<file path="src/rtl/muldiv_sequencer.sv">
// Multi-cycle RV32M execution unit: iterative shift-add multiply and restoring
// divide, one step per cycle, with a pipeline stall and a one-cycle done pulse.
module muldiv_sequencer #(
  parameter int XLEN = 32
) (
  input  logic            clk,
  input  logic            rst_n,
  input  logic            start,
  input  logic [5:0]      aluSelect,
  input  logic [XLEN-1:0] opA,
  input  logic [XLEN-1:0] opB,
  input  logic            flush,
  output logic            stall,
  output logic            busy,
  output logic            done,
  output logic [XLEN-1:0] result,
  output logic [1:0]      state_dbg
);

  localparam int PW = 2 * XLEN;
  localparam int CW = $clog2(XLEN + 1);

  localparam logic [5:0] C_MUL    = 6'b100110;
  localparam logic [5:0] C_MULH   = 6'b100111;
  localparam logic [5:0] C_MULHSU = 6'b101000;
  localparam logic [5:0] C_MULHU  = 6'b101001;
  localparam logic [5:0] C_DIV    = 6'b101010;
  localparam logic [5:0] C_DIVU   = 6'b101011;
  localparam logic [5:0] C_REM    = 6'b101100;
  localparam logic [5:0] C_REMU   = 6'b101101;

  localparam logic [XLEN-1:0] MIN_NEG = {1'b1, {(XLEN-1){1'b0}}};

  typedef enum logic [1:0] {
    IDLE = 2'd0,
    RUN  = 2'd1,
    DONE = 2'd2
  } state_t;

  state_t          state, state_d;
  logic [CW-1:0]   cnt, cnt_d;
  logic [5:0]      op_q, op_d;
  logic            sign_a, sign_a_d, sign_b, sign_b_d;
  logic [XLEN-1:0] opnd, opnd_d;
  logic [XLEN-1:0] acc_hi, acc_hi_d, acc_lo, acc_lo_d;
  logic [XLEN-1:0] result_d;

  // Decode of the incoming instruction (only meaningful in IDLE)
  logic            is_m_in, is_div_in, signed_a_in, signed_b_in;
  logic            neg_a, neg_b, accept, div_zero, div_ovf, special;
  logic [XLEN-1:0] mag_a, mag_b, special_val;

  assign is_m_in     = aluSelect inside {C_MUL, C_MULH, C_MULHSU, C_MULHU,
                                         C_DIV, C_DIVU, C_REM, C_REMU};
  assign is_div_in   = aluSelect inside {C_DIV, C_DIVU, C_REM, C_REMU};
  assign signed_a_in = aluSelect inside {C_MUL, C_MULH, C_MULHSU, C_DIV, C_REM};
  assign signed_b_in = aluSelect inside {C_MUL, C_MULH, C_DIV, C_REM};
  assign neg_a       = signed_a_in & opA[XLEN-1];
  assign neg_b       = signed_b_in & opB[XLEN-1];
  assign mag_a       = neg_a ? (~opA) + XLEN'(1) : opA;
  assign mag_b       = neg_b ? (~opB) + XLEN'(1) : opB;
  assign accept      = start & is_m_in & ~flush;
  assign div_zero    = is_div_in & (opB == '0);
  assign div_ovf     = (aluSelect inside {C_DIV, C_REM}) & (opA == MIN_NEG) & (opB == '1);
  assign special     = div_zero | div_ovf;

  always_comb begin
    special_val = '0;
    if (div_zero) begin
      special_val = (aluSelect inside {C_DIV, C_DIVU}) ? '1 : opA;
    end else if (div_ovf) begin
      special_val = (aluSelect == C_DIV) ? MIN_NEG : '0;
    end
  end

  // One iteration of the running operation; shares acc_hi/acc_lo between
  // {product high, multiplier} and {remainder, dividend/quotient}.
  logic            is_div_q;
  logic [XLEN:0]   mul_sum, div_shift, div_diff;
  logic [XLEN-1:0] step_hi, step_lo;

  assign is_div_q  = op_q inside {C_DIV, C_DIVU, C_REM, C_REMU};
  assign mul_sum   = {1'b0, acc_hi} + (acc_lo[0] ? {1'b0, opnd} : '0);
  assign div_shift = {acc_hi, acc_lo[XLEN-1]};
  assign div_diff  = div_shift - {1'b0, opnd};

  always_comb begin
    if (is_div_q) begin
      if (!div_diff[XLEN]) begin
        step_hi = div_diff[XLEN-1:0];
        step_lo = {acc_lo[XLEN-2:0], 1'b1};
      end else begin
        step_hi = div_shift[XLEN-1:0];
        step_lo = {acc_lo[XLEN-2:0], 1'b0};
      end
    end else begin
      step_hi = mul_sum[XLEN:1];
      step_lo = {mul_sum[0], acc_lo[XLEN-1:1]};
    end
  end

  // Sign correction applied to the value produced by the final step
  logic [PW-1:0]   prod, prod_fix;
  logic [XLEN-1:0] quo_fix, rem_fix, final_val;

  assign prod     = {step_hi, step_lo};
  assign prod_fix = (sign_a ^ sign_b) ? (~prod) + PW'(1) : prod;
  assign quo_fix  = (sign_a ^ sign_b) ? (~step_lo) + XLEN'(1) : step_lo;
  assign rem_fix  = sign_a ? (~step_hi) + XLEN'(1) : step_hi;

  always_comb begin
    case (op_q)
      C_MUL:                      final_val = prod_fix[XLEN-1:0];
      C_MULH, C_MULHSU, C_MULHU:  final_val = prod_fix[PW-1:XLEN];
      C_DIV, C_DIVU:              final_val = quo_fix;
      default:                    final_val = rem_fix;
    endcase
  end

  always_comb begin
    state_d  = state;
    cnt_d    = cnt;
    op_d     = op_q;
    sign_a_d = sign_a;
    sign_b_d = sign_b;
    opnd_d   = opnd;
    acc_hi_d = acc_hi;
    acc_lo_d = acc_lo;
    result_d = result;
    case (state)
      IDLE: begin
        if (accept) begin
          op_d     = aluSelect;
          sign_a_d = neg_a;
          sign_b_d = neg_b;
          cnt_d    = CW'(XLEN);
          acc_hi_d = '0;
          opnd_d   = is_div_in ? mag_b : mag_a;
          acc_lo_d = is_div_in ? mag_a : mag_b;
          if (special) begin
            result_d = special_val;
            state_d  = DONE;
          end else begin
            state_d  = RUN;
          end
        end
      end
      RUN: begin
        acc_hi_d = step_hi;
        acc_lo_d = step_lo;
        cnt_d    = cnt - CW'(1);
        if (cnt == CW'(1)) begin
          result_d = final_val;
          state_d  = DONE;
        end
      end
      DONE:    state_d = IDLE;
      default: state_d = IDLE;
    endcase
    // A redirect abandons whatever is in flight and leaves result untouched
    if (flush) begin
      state_d  = IDLE;
      result_d = result;
    end
  end

  always_ff @(posedge clk or negedge rst_n) begin
    if (!rst_n) begin
      state  <= IDLE;
      cnt    <= '0;
      op_q   <= '0;
      sign_a <= 1'b0;
      sign_b <= 1'b0;
      opnd   <= '0;
      acc_hi <= '0;
      acc_lo <= '0;
      result <= '0;
    end else begin
      state  <= state_d;
      cnt    <= cnt_d;
      op_q   <= op_d;
      sign_a <= sign_a_d;
      sign_b <= sign_b_d;
      opnd   <= opnd_d;
      acc_hi <= acc_hi_d;
      acc_lo <= acc_lo_d;
      result <= result_d;
    end
  end

  // Handshake: stall is high from the accept cycle through the last RUN
  // cycle; done is the single cycle the pipeline captures result.
  assign stall     = ((state == IDLE) & accept) | (state == RUN);
  assign busy      = (state != IDLE);
  assign done      = (state == DONE) & ~flush;
  assign state_dbg = state;

endmodule

</file>
<file path="config.mk">
export PLATFORM = sky130hd
export DESIGN_NAME = muldiv_sequencer
export DESIGN_NICKNAME = d
export VERILOG_FILES = /design/src/rtl/muldiv_sequencer.sv
export SDC_FILE = /design/constraint.sdc
export NUM_CORES = 1
export LEC_CHECK = 0
export CORE_MARGIN = 2
export CORE_UTILIZATION = 40
export DETAILED_ROUTE_END_ITERATION = 7
export REMOVE_ABC_BUFFERS = 1
export SLEW_MARGIN = 5
export SYNTH_ARGS = -nofsm -noshare
export SYNTH_HDL_FRONTEND = slang
export SYNTH_SLANG_ARGS = --single-unit
</file>
<file path="constraint.sdc">
create_clock -name clk -period 18.1 [get_ports clk]
set_input_delay 3.62 -clock clk [delete_from_list [all_inputs] [get_ports clk]]
set_output_delay 3.62 -clock clk [all_outputs]
set_load 0.05 [all_outputs]
</file>
* Word level (Yosys, flattened, before mapping) *
Cells that the tools add are included.

word-level totals
  bits of input ports = 74
  word-level logic and storage cells = 110
  output and inout port bits = 37
  bits in registers = 144

cells by class
  reductions and logical operators = 17
  add/sub/neg operators = 8
  eq/ne operators = 26
  bitwise gates (word level) = 18
  mux-type cells = 32

operators with widths
  kind                     number
  $mux W32                 19
  $pmux W32 S2             3
  $add A32 B1 Y32 const B  4
  $not A32 Y32             4
  $eq A6 B6 Y1 const B     16
  $pmux W32 S3             1
  $add A64 B1 Y64 const B  1
  $eq A32 B32 Y1 const B   2
  $mux W64                 1
  $not A64 Y64             1
  $add A32 B32 Y33         1
  $sub A33 B32 Y33         1
  $logic_not A32 Y1        1
  $pmux W6 S2              1
  $reduce_bool A4 Y1       3
  $and A1 B1 Y1            9
  $mux W2                  4
  $reduce_bool A2 Y1       4
  $reduce_bool A8 Y1       1
  $eq A6 B1 Y1 const B     1
  $mux W6                  1
  $ne A2 B2 Y1 const B     3
  $ne A3 B3 Y1 const B     2
  $reduce_and A2 Y1        3
  13 further kinds         14

* Depth between registers and ports, before layout *
Gate-level depths: netlist (run 1).

  depth in word-level cells = 9
  depth in mapped cells = 26
  depth with buffers taken out = 24

* Worst setup path after synthesis (run 1) *
Ideal clock, no wire load.

  kind = input-to-output
  start point = input aluSelect[2]
  end point = output stall
  data required time = 14.480 ns
  path buffers = 1
  path slack = 9.514 ns
  arrival time = 4.966 ns
  cell stages on the path = 8
  path through = nand2_1 > or2_2 > nand2_1 > nand3_1 > nor2_1 > a21oi_1 > clkbuf_1 > inv_1

between the ends
  cells in the longest elaborated chain, start to end = 6
  elaborated cells between the ends (all ways) = 13

ends and longest elaborated chain
  item                             line  source
  start: declaration               9     input logic [5:0] aluSelect,
  $eq A6 B6 Y1                     53    assign is_m_in = aluSelect inside {C_MUL, C_MULH, C_MULHSU, C_MULHU,
  $reduce_bool A8 Y1 (*)           53
  $and A1 B1 Y1 (*) (2 in series)  62    assign accept = start & is_m_in & ~flush;
  $and A1 B1 Y1 (*)                193   assign stall = ((state == IDLE) & accept) | (state == RUN);
  $or A1 B1 Y1 (*)                 193
  end: declaration                 13    output logic stall,

Every way passes the cells marked *; elsewhere a longest branch is shown, timed or not.

* Worst setup path after layout (run 1) *
Ends and elaborated chain as after synthesis.

==> run_results.csv, run 1 <==
group,metric,value,unit
die,num_rows,73,
yosys,ys_seq_area_share,22.4,%
worst_setup_path,critPathMaxFanout,4,
yosys,post-synth-top-count-cell,"nand2_1",
worst_setup_path,critPathArrivalTime,6.39,ns
cts,cts_buffers,17,
cts,cts_tree,"done",
worst_setup_path,crit_type,"input port to output pin",
cells_and_area,areaGrowthSynthToFinish,13.8,%
yosys,synth_edf_count,0,
placement,dp_hpwl,51000,µm
sta,post-route-min-period,10.01,ns
sta,hold_violations,0,
yosys,synth.top_cell.area_share,22.4,%
sta,fin_crit_sh,55.3,%
cells_and_area,post-route-util,46.1,%
cts,clk_pin_slew,0.06,ns
sta,slew_headroom,22.1,%
sta,clock_skew,0.0131,ns
sta,fin_setup_tns,0,ns
sta,fmax,0.0999,GHz
die,die_w,205,µm
routing,drt_iter0_drc,1676,
placement,gp_congestion,0.934,
yosys,synth_top_area_cell,"dfrtp_1",
cells_and_area,antenna_cells,0,
routing,drtAntennaViolNets,0,
worst_setup_path,crit_path_start_kind,"input port",
die,die_area,41800,µm²
run,maxCapViolations,0,
power,powerDensity,178,nW/µm²
power,ir_worst_vdd,69.2,µV
cts,post_cts_buffers,0,
cells_and_area,drive_above_1_share,5.12,%
routing,vias,17440,
worst_setup_path,required,14.48,ns
die,start_util,40.5,%
cells_and_area,finalNetCount,2380,
yosys,yosys-top-cells-count,"nand2_1, o21ai_0, nor2_1, a21oi_1, dfrtp_1",
sta,final_max_slew_viol_count,0,
placement,port_buffers,110,
routing,firstDrtPassIters,6,
yosys,post_synth.cell_area_avg,7.32,µm²
global_routing,grt_start_max_net_pins,83,
cts,htree_levels,4,
run_status,outcome,"finished, final reports clean",
global_routing,antenna_found_initial,3,
cts,clock-sinks,144,
yosys,ys_types,92,
worst_setup_path,end_kind,"output pin",
yosys,synth_seq_cells,144,
routing,routed_wl,65700,µm
routing,routedWlPerCell,23.7,µm
global_routing,grt_pass1_wl,99200,µm
cts,cts_buffer_depth,2,
yosys,synth-async-reset-ratio,100,%
cts,postCtsHoldBufs,0,
yosys,yosysWarnings,0,
cts,cts-resized-gates,0,
sta,worstMarginPinSlew,1.16,ns
routing,vias_per_cell,6.30,
yosys,syn_inst,2197,
min_path,hold_path_class,"flip-flop to flip-flop",
yosys,ys.flop_type,"dfrtp_1",
cts,clk_latency,0.47,ns
yosys,syn_area,16100,µm²
die,ios,111,
routing,drc,0,
die,dieHeight,205,µm
global_routing,grt_usage,31.2,%
sta,rsz0062_at_grt,"false",
yosys,synthTopCellsByArea,"dfrtp_1, o21ai_0, a21oi_1, nand2_1, ha_1",
power,p_leak,0.00725,µW
global_routing,grt_pass1_vias,16461,
cts,cts_root_buf,"clkbuf_16",
die,design.core.area,39700,µm²
sta,setup_viol_count_final,0,
global_routing,grt_overflow,0,
layout by cell type (no fill, tap or decap), drive strengths merged, types with 13 or more instances in the layout:
cell type	netlist	final
and3	18	18
nand2	267	267
nor2	206	206
ha	71	71
inv	72	72
a31oi	46	46
o211ai	28	28
nor3	53	53
buf	23	34
and2	38	38
clkdlybuf4s50	0	109
xnor2	96	96
o31ai	30	30
o21ai	223	223
a21oi	204	204
or3	24	24
dfrtp	144	144
nand4	34	34
a221oi	14	14
nor4	25	25
mux2i	51	51
a21o	23	23
o221ai	43	43
nand3	52	52
a211oi	23	23
nand2b	22	22
nor2b	13	13
xor2	86	86
clkbuf	103	20
critical path, cell delays in order:
cell	delay, ns
clkdlybuf4s50_1	0.53
nand2_1	0.10
or2_2	0.31
nand2_1	0.07
nand3_1	0.10
nor2_1	0.42
a21oi_4	0.17
inv_1	0.22
clkdlybuf4s50_1	0.84
metal layers:
layer / wire length [µm] / track usage [%] / up-vias
li1: - / - / 8174
met1: 29700 / 43.0 / 8420
met2: 29200 / 49.3 / 728
met3: 4280 / 3.74 / 116
met4: 2620 / 12.9 / 2
met5: 10 / 0 / -
state kept, by name, indices dropped and copies added, names as in the netlist:
register   count
acc_hi        32
acc_lo        32
sign_a         1
opnd          32
state_dbg      2
result        32
cnt            6
op_q           6
sign_b         1
kinds of logic (layout without fill, tap and decap cells):
family                   after synthesis  after routing  share of synthesized area, %
AO/OA/AOI/OAI                        760            760                          30.5
AND/OR/NAND/NOR                      784            784                          23.1
adder cells (fa/ha/maj)               73             73                          5.77
flip-flops                           144            144                          22.4
XOR/XNOR                             182            182                          9.91
multiplexers                          56             56                          3.52
buffers and inverters                198            246                          4.82
final timing paths:
check	cells after the start	to	slack, ns	start
max	9	stall	8.09	aluSelect[2]
min	1	cnt[4]$_DFFE_PN0P_	0.48	cnt[4]$_DFFE_PN0P_
max reg2reg	24	result[22]$_DFFE_PN0P_	10.02	acc_lo[31]$_DFFE_PN0P_
min reg2reg	1	cnt[4]$_DFFE_PN0P_	0.48	cnt[4]$_DFFE_PN0P_
max in group asynchronous	2	opnd[8]$_DFFE_PN0P_	13.50	rst_n
min in group asynchronous	1	cnt[5]$_DFFE_PN0P_	3.22	rst_n
power by group:
group / internal [µW] / leakage [µW] / total [µW] / switching, µW
Clock: 264 / 0.000322 / 415 / 151
Sequential: 428 / 0.00185 / 589 / 161
Combinational: 776 / 0.00508 / 2250 / 1480
Total: 1470 / 0.00725 / 3250 / 1790
area by class of cell:
type / count / area (µm²)
clock buffers: 20 / 457
clock inverters: 11 / 210
fillers: 4031 / 21400
inverters: 72 / 270
multi-input cells: 1855 / 11800
flip-flops and latches: 144 / 3600
well taps: 525 / 657
repair buffers: 143 / 1350
stage by stage:
step	hold WS (ns)	power, µW	area, µm²	setup slack, ns	cells
2_1_floorplan	0.441	2090	15600	7.50	2071
3_3_place_gp	0.457	2760	17600	8.15	2739
3_5_place_dp	0.473	2780	17600	8.12	2739
4_1_cts	0.483	3210	18300	8.12	2770
5_1_grt	0.505	3470	18300	7.95	2770
6_report	0.483	3250	18300	8.09	2770
No activity file was read; power rests on OpenSTA's default activity.
==> inputs of run 2 (changes only) <==
==> constraint.sdc (replaced) <==
create_clock -name clk -period 8.7 [get_ports clk]
set_input_delay 1.74 -clock clk [delete_from_list [all_inputs] [get_ports clk]]
set_output_delay 1.74 -clock clk [all_outputs]
set_load 0.05 [all_outputs]
==> run 2 against run 1 <==
Non-clock buffer count unchanged. The flow now finishes with violations (design-rule violations). Worst hold slack got worse by 0.0084 ns. Final cell count is essentially flat. Die area did not move. Critical path depth is 15 higher. Critical endpoint is now result[22]$_DFFE_PN0P_. Sequential share of layout area rose by 0.11 points. Core utilization shrank 0.26 points.
==> run_results.csv, run 2 (synthesis results as in run 1) <==
group,metric,value,unit
die,start_util,40.5,%
cells_and_area,antenna_cells,0,
die,num_rows,73,
routing,vias_per_cell,6.30,
sta,fin_crit_sh,86.6,%
placement,gp_congestion,0.973,
cells_and_area,layout_commonest_cell,"nand2_1",
cells_and_area,drive_above_1_share,4.99,%
worst_setup_path,crit_path_start_kind,"flip-flop",
die,design.core.area,39700,µm²
sta,rsz0062_at_grt,"false",
run_status,outcome,"complete, but fails checks",
min_path,hold_path_class,"flip-flop to flip-flop",
global_routing,antenna_found_initial,1,
routing,drc,5,
sta,final_max_slew_viol_count,0,
power,ir_worst_vdd,139,µV
cts,cts_buffers,17,
power,powerDensity,364,nW/µm²
cts,post_cts_buffers,0,
power,p_leak,0.00720,µW
placement,port_buffers,110,
routing,drtAntennaViolNets,0,
worst_setup_path,critPathArrivalTime,7.85,ns
cts,postCtsHoldBufs,0,
sta,slew_headroom,16.2,%
worst_setup_path,crit_type,"flip-flop to flip-flop",
routing,vias,17459,
run_status,violations,"design-rule violations",
cts,cts_root_buf,"clkbuf_16",
routing,drt_iter0_drc,1869,
die,die_area,41800,µm²
cts,clock-sinks,144,
worst_setup_path,end_kind,"flip-flop",
run,maxCapViolations,0,
worst_setup_path,critPathMaxFanout,7,
sta,post-route-min-period,7.53,ns
global_routing,grt_pass1_vias,16366,
sta,clock_skew,0.0165,ns
worst_setup_path,required,9.02,ns
cts,cts_buffer_depth,2,
sta,fin_setup_tns,0,ns
sta,fmax,0.133,GHz
cts,clk_latency,0.45,ns
routing,routed_wl,65600,µm
cts,cts_tree,"done",
cts,cts-resized-gates,0,
die,die_w,205,µm
routing,firstDrtPassIters,8,
global_routing,grt_overflow,0,
placement,dp_hpwl,50700,µm
global_routing,grt_start_max_net_pins,77,
cells_and_area,finalNetCount,2380,
cells_and_area,areaGrowthSynthToFinish,13.1,%
sta,hold_ws,0.474,ns
cts,htree_levels,4,
sta,hold_violations,0,
cts,clk_pin_slew,0.07,ns
die,dieHeight,205,µm
die,ios,111,
cells_and_area,final_cell_mix,"nand2_1, o21ai_0, nor2_1",
sta,worstMarginPinSlew,1.25,ns
global_routing,grt_pass1_wl,98800,µm
global_routing,grt_usage,30.9,%
routing,routedWlPerCell,23.7,µm
sta,setup_viol_count_final,0,
## run 2: cell types whose count changed in the layout (fill, tap and decap cells not counted)
cell       change
clkinv_2       +1
clkbuf_8       -1
nor2_1         +1
clkbuf_1       +3
nor2_2         -1
bufinv_16      -4
clkinv_4       +2
## run 2: path summary, 6_finish.rpt
| path | startpoint | end | slack, ns | cells after the start |
|---|---|---|---|---|
| hold / removal | cnt[5]$_DFFE_PN0P_ | cnt[5]$_DFFE_PN0P_ | 0.47 | 1 |
| setup / recovery | acc_lo[31]$_DFFE_PN0P_ | result[22]$_DFFE_PN0P_ | 1.17 | 24 |
| min in group asynchronous | rst_n | cnt[5]$_DFFE_PN0P_ | 1.32 | 1 |
| max in group asynchronous | rst_n | acc_hi[7]$_DFFE_PN0P_ | 5.85 | 2 |
| setup reg to reg | acc_lo[31]$_DFFE_PN0P_ | result[22]$_DFFE_PN0P_ | 1.17 | 24 |
| hold reg to reg | cnt[5]$_DFFE_PN0P_ | cnt[5]$_DFFE_PN0P_ | 0.47 | 1 |
## run 2: power breakdown
part | internal, µW | switching, µW
logic | 1610 | 3050
registers | 890 | 340
clock network | 429 | 319
total | 2930 | 3710
## run 2: per-layer routing
metal / share of wire [%] / global-route usage [%]
met1: 44 / 42.8
met2: 45 / 49.2
met3: 7.6 / 4.28
met4: 3.4 / 10.6
met5: 0.020 / 0
## run 2: worst max-delay path, cell delays in order, from the launching register on
cell and delay (ns):
dfrtp_1 0.46, inv_1 0.12, ha_1 0.17, inv_1 0.06, fa_1 0.42, a211o_1 0.31
a211o_1 0.39, a211o_1 0.29, and3_1 0.26, o21ai_1 0.34, nand2_1 0.42, a21oi_1 0.47
ha_1 0.33, nand3_1 0.13, a2111oi_0 0.72, and3_1 0.30, and2_1 0.34, nand2_1 0.16
nor3_1 0.34, inv_1 0.09, or4b_1 0.61, nand2_1 0.16, o211ai_1 0.09, a221oi_1 0.37
nor2_1 0.08
## run 2: cell type report
cell class / instances / area [µm²]
timing repair buffer: 143 / 1350
multi-input combinational: 1855 / 11800
inverter: 72 / 270
fill: 4147 / 21500
clock inverter: 10 / 113
tap: 525 / 657
clock buffer: 22 / 454
sequential: 144 / 3600
## run 2: stage by stage
step	std cells	setup WS [ns]	utilization, %	instance area [µm²]	power [µW]
2_1_floorplan	2071	1.68	-	15600	4340
3_3_place_gp	2739	1.32	44.4	17600	5730
3_5_place_dp	2739	1.26	44.4	17600	5740
4_1_cts	2771	1.32	45.8	18200	6520
5_1_grt	2771	0.740	45.8	18200	7070
6_report	2771	1.17	45.8	18200	6630
